### config.mk
export PLATFORM = sky130hd
export DESIGN_NAME = truth_table_sweeper
export DESIGN_NICKNAME = d
export VERILOG_FILES = /design/src/rtl/truth_table_sweeper.sv
export SDC_FILE = /design/constraint.sdc
export NUM_CORES = 1
export LEC_CHECK = 0
export CAP_MARGIN = 0
export CORE_MARGIN = 1.5
export CORE_UTILIZATION = 49
export CTS_CLUSTER_DIAMETER = 60
export DETAILED_ROUTE_END_ITERATION = 12
export GPL_TIMING_DRIVEN = 0
export PLACE_DENSITY = 0.82
export SLEW_MARGIN = 15
export SYNTH_ARGS = -nofsm -noshare
export SYNTH_HDL_FRONTEND = slang
export SYNTH_SLANG_ARGS = --single-unit
### constraint.sdc
create_clock -name clk -period 3.66 [get_ports clk]
set_input_delay 0.366 -clock clk [delete_from_list [all_inputs] [get_ports clk]]
set_output_delay 0.366 -clock clk [all_outputs]
set_load 0.005 [all_outputs]
### src/rtl/truth_table_sweeper.sv
// Exhaustive on-board self-test for a combinational DUT. Walks every input vector
// in binary order, captures f for each one and scores the result against a golden table.
module truth_table_sweeper #(
    parameter int unsigned N_IN   = 4,
    parameter int unsigned SETTLE = 2
) (
    input  logic                  clk,
    input  logic                  rst_n,
    input  logic                  start,
    input  logic                  abort,
    input  logic [2**N_IN-1:0]    expected,
    output logic [N_IN-1:0]       dut_in,
    input  logic                  dut_f,
    output logic                  busy,
    output logic                  done,
    output logic [2**N_IN-1:0]    captured,
    output logic [N_IN:0]         mismatch_count,
    output logic [N_IN-1:0]       first_fail_idx,
    output logic                  pass
);

    localparam int unsigned TW   = 2**N_IN;
    localparam int unsigned CW   = N_IN + 1;
    localparam int unsigned SW   = (SETTLE == 0) ? 1 : $clog2(SETTLE + 1);
    localparam int unsigned LAST = TW - 1;

    typedef enum logic [1:0] {
        IDLE = 2'd0,
        RUN  = 2'd1,
        DONE = 2'd2
    } state_t;

    state_t            state, state_nxt;
    logic [N_IN-1:0]   idx, idx_nxt;
    logic [SW-1:0]     cnt, cnt_nxt;
    logic [TW-1:0]     exp_q, exp_nxt;
    logic [N_IN-1:0]   dut_in_nxt;
    logic              busy_nxt;
    logic              done_nxt;
    logic [TW-1:0]     captured_nxt;
    logic [CW-1:0]     mm_nxt;
    logic [N_IN-1:0]   ff_nxt;
    logic              pass_nxt;

    // State and result registers
    always_ff @(posedge clk or negedge rst_n) begin
        if (!rst_n) begin
            state          <= IDLE;
            idx            <= '0;
            cnt            <= '0;
            exp_q          <= '0;
            dut_in         <= '0;
            busy           <= 1'b0;
            done           <= 1'b0;
            captured       <= '0;
            mismatch_count <= '0;
            first_fail_idx <= '0;
            pass           <= 1'b0;
        end else begin
            state          <= state_nxt;
            idx            <= idx_nxt;
            cnt            <= cnt_nxt;
            exp_q          <= exp_nxt;
            dut_in         <= dut_in_nxt;
            busy           <= busy_nxt;
            done           <= done_nxt;
            captured       <= captured_nxt;
            mismatch_count <= mm_nxt;
            first_fail_idx <= ff_nxt;
            pass           <= pass_nxt;
        end
    end

    // Next-state and next-output logic
    always_comb begin
        state_nxt    = state;
        idx_nxt      = idx;
        cnt_nxt      = cnt;
        exp_nxt      = exp_q;
        dut_in_nxt   = dut_in;
        busy_nxt     = busy;
        done_nxt     = 1'b0;
        captured_nxt = captured;
        mm_nxt       = mismatch_count;
        ff_nxt       = first_fail_idx;
        pass_nxt     = pass;

        unique case (state)
            IDLE: begin
                dut_in_nxt = '0;
                busy_nxt   = 1'b0;
                if (start) begin
                    state_nxt    = RUN;
                    exp_nxt      = expected;
                    captured_nxt = '0;
                    mm_nxt       = '0;
                    ff_nxt       = '0;
                    pass_nxt     = 1'b0;
                    idx_nxt      = '0;
                    cnt_nxt      = SW'(SETTLE);
                    busy_nxt     = 1'b1;
                end
            end

            RUN: begin
                if (abort) begin
                    state_nxt    = IDLE;
                    busy_nxt     = 1'b0;
                    dut_in_nxt   = '0;
                    captured_nxt = '0;
                    mm_nxt       = '0;
                    ff_nxt       = '0;
                    pass_nxt     = 1'b0;
                end else if (cnt != '0) begin
                    cnt_nxt = cnt - SW'(1);
                end else begin
                    captured_nxt[idx] = dut_f;
                    if (dut_f != exp_q[idx]) begin
                        mm_nxt = mismatch_count + CW'(1);
                        if (mismatch_count == '0) begin
                            ff_nxt = idx;
                        end
                    end
                    // The final sample and the DONE entry share one edge, so pass uses the updated count
                    if (idx == N_IN'(LAST)) begin
                        state_nxt  = DONE;
                        busy_nxt   = 1'b0;
                        dut_in_nxt = '0;
                        done_nxt   = 1'b1;
                        pass_nxt   = (mm_nxt == '0);
                    end else begin
                        idx_nxt    = idx + N_IN'(1);
                        dut_in_nxt = idx + N_IN'(1);
                        cnt_nxt    = SW'(SETTLE);
                    end
                end
            end

            DONE: begin
                state_nxt  = IDLE;
                busy_nxt   = 1'b0;
                dut_in_nxt = '0;
            end

            default: begin
                state_nxt  = IDLE;
                busy_nxt   = 1'b0;
                dut_in_nxt = '0;
            end
        endcase
    end

endmodule

==> results.md <==
- Setup tns final: 0 ns
- Post-synthesis sequential area ratio: 0.487
- Critical Path End Type: flop
- Power per cell area: 401 nW/um^2
- Crit-path slowest cell: nor2_1
- Max stage delay on crit path: 0.56 ns
- Final Core Density: 0.643
- Largest net degree at the start of global routing: 57
- Max VDD drop: 0.254 mV
- TritonCTS clock tree: built
- Mapped cell area: 2880 um^2
- Worst slew pin tran: 0.799 ns
- Min Tclk post-route: 2.37 ns
- Post-route ant nets: 0
- I/O Buffers: 51
- R2r worst-path depth: 9
- Max-Slew Margin vs Limit: 0.466
- Clock tree buffer depth: 2
- Final Slew Violations: 0
- GRT Residual Overflow: 0
- CP bufs+invs: 3
- Post-CTS sizing: 0
- Final setup viols: 0
- Vias in the first global route: 2424
- Net Count, Synth: 308
- Stages on the worst setup path: 8
- WP data required: 3.89 ns
- WL per Instance: 16.0 um
- Post-synth EDFFs: 0
- CTS clk-pin slew, worst paths: 0.10 ns
- Worst R2R Start: cnt[0]
- Avg Inst Size Synth: 10.3 um^2
- DR pass1 iterations: 5
- Yosys reg bits: 56
- Clock network latency to the later pin of the worst-skew pair: 0.31 ns
- Cts hold-fix bufs: 0
- Startpoint Class: input pin
- Core ar.: 5570 um^2
- Final Hold Fails: 0
- CTS sink cnt: 56
- Reg-to-reg endpoint: pass
- Ys async rst share: 1.00
- DRC Markers: 0
- Fill cell count: 460
- Post-Route WL: 6560 um
- Vias per inst: 5.81
- Initial Util: 0.516
- Max cap viols: 0
- Crit Path Class: input pin to flop
- Period utilization: 0.649
- Total Nets Final: 366
- Worst-path fanout max: 10
- Site Rows: 27
- RSZ-0062 raised after global routing: false
- CTS buffer count: 5
- Unique cell type count in the Yosys netlist: 46
- Die width: 79.6 um
- Leakage: 1.59 nW
- Max Clock Skew: 0.00334 ns
- # diodes: 0
- Max frequency: 421 MHz
- Status: finished clean
- Via count: 2381
- Yosys warnings: 0
- Arr. time, crit path: 2.61 ns
- Gr usage total: 0.236
- R2R setup slack: 1.35 ns
- Critical-path cell list: clkdlybuf4s50_1, nand2b_1, nand2b_1, clkbuf_1, nor2_1, clkbuf_1, nand2_1, o21ai_0
- Initial antenna violation count: 0
- Syn-to-layout area delta: 24.5%
- GP Congestion: 0.853
- Die H: 79.6 um
- Htree depth: 2
- Layout cells sized above 1: 0.130
- Root Buffer: clkbuf_8
- Post-CTS setup buffer count: 0
- Die area: 6340 um^2
- Ys flop type: dfrtp_1
- I/O pin count: 53
- First-pass GRT wire length: 11500 um
- Delay-heaviest family, CP: buffers and inverters
- Initial drt markers: 215
- Min-delay worst type: input pin to asynchronous set/reset pin
- Synthesized instance count: 279
- HPWL Detailed: 4650 um
## flip-flops by register name, summed over array words and instances (netlist names)
signal          flops
pass                1
exp_q              16
idx                 4
done                1
cnt                 2
first_fail_idx      4
mismatch_count      5
busy                1
dut_in              4
state               2
captured           16
## cells in the mapped netlist, drive strengths merged (2+ instances only)
master | instances | area share
nor2 | 19 | 0.026
nand2 | 34 | 0.044
a21oi | 17 | 0.030
nand4 | 8 | 0.017
nor3 | 6 | 0.024
and3 | 3 | 0.0083
mux2i | 11 | 0.038
ha | 8 | 0.035
inv | 8 | 0.010
a21o | 2 | 0.0052
clkbuf | 10 | 0.013
buf | 8 | 0.020
a22oi | 3 | 0.0096
dfrtp | 56 | 0.49
o21a | 2 | 0.0078
a32o | 6 | 0.021
mux2 | 17 | 0.067
xor2 | 2 | 0.0061
a211oi | 2 | 0.0052
xnor2 | 2 | 0.0061
o21ai | 26 | 0.047
nor4 | 2 | 0.0043
a22o | 6 | 0.018
nand2b | 4 | 0.0087
o31ai | 2 | 0.0052
nand3 | 4 | 0.0070
## routing by layer
| layer | track usage | vias to the layer above | part of all wire |
|---|---|---|---|
| met5 | 0 | - | 0 |
| met4 | 0.0719 | 0 | 0.015 |
| met3 | 0.0594 | 10 | 0.066 |
| met2 | 0.384 | 97 | 0.49 |
| met1 | 0.309 | 1174 | 0.43 |
| li1 | - | 1100 | - |
## worst max-delay path by stage
stage	from	to	slack, ns
after floorplan	idx[2]	first_fail_idx[0]	1.75
after global placement	rst_n	exp_q[9]	0.56
after detailed placement	abort	idx[2]	1.04
after CTS	abort	idx[2]	1.37
after global routing	cnt[0]	pass	1.16
final	abort	idx[2]	1.29
## logic make-up (layout without fill, tap and decap cells)
group | after synthesis | in the layout | share of synthesized area
and+or+nand+nor | 87 | 87 | 0.157
xor gates and xnor gates | 4 | 4 | 0.0122
muxes | 28 | 28 | 0.105
buffers and inverters | 26 | 85 | 0.0439
DFF | 56 | 56 | 0.487
AOI/OAI and AO/OA | 70 | 70 | 0.161
adders and majority gates | 8 | 8 | 0.0348
## per-stage QoR
stage	area, um^2	setup slack (ns)	cells	power, mW	hold WS, ns
2_1_floorplan	2880	1.75	279	0.935	0.0704
3_3_place_gp	3480	0.556	402	1.03	0.469
3_5_place_dp	3480	1.04	402	1.04	0.460
4_1_cts	3580	1.37	410	1.44	0.115
5_1_grt	3580	1.16	410	1.51	0.140
6_report	3580	1.29	410	1.44	0.0732
## area by class of cell
cell class / instances / area (um^2) / area share
clock inverters: 2 / 35.0 / 0.00978
plain buffers: 18 / 96.3 / 0.0269
multi-input cells: 197 / 1350 / 0.377
repair buffers: 51 / 508 / 0.142
clock buffers: 6 / 72.6 / 0.0203
inverters: 8 / 30.0 / 0.00838
flip-flops and latches: 56 / 1400 / 0.391
well taps: 72 / 90.1 / 0.0251
## worst register-to-register path, cell delays in order (launching register included)
cell      delay (ns)
dfrtp_1         0.37
inv_1           0.10
ha_1            0.15
buf_2           0.21
inv_1           0.14
or3_1           0.36
clkbuf_1        0.22
nor4_1          0.29
mux2i_1         0.14
o31ai_1         0.23
## cells in the final DEF (no fill, tap or decap), types with 2 or more instances in the layout
master	count
inv_1	8
nor2_1	18
a211oi_1	2
clkbuf_8	5
a22oi_1	2
o21ai_1	2
ha_1	8
a22o_1	6
buf_6	3
and3_1	2
mux2_2	17
a21o_1	2
mux2i_1	11
nor4_1	2
a32o_1	6
xor2_1	2
nor3_1	2
nor3_4	3
o31ai_1	2
nand4_1	8
buf_2	5
clkdlybuf4s50_1	50
dfrtp_1	56
o21ai_0	23
xnor2_1	2
a21oi_1	17
nand2_1	34
nand2b_1	4
clkbuf_1	11
nand3_1	4
## power by group
| part | internal (mW) | switching (mW) |
|---|---|---|
| Combinational | 0.143 | 0.177 |
| Clock | 0.204 | 0.203 |
| Sequential | 0.674 | 0.0371 |
(Power assumes the default switching activity.)
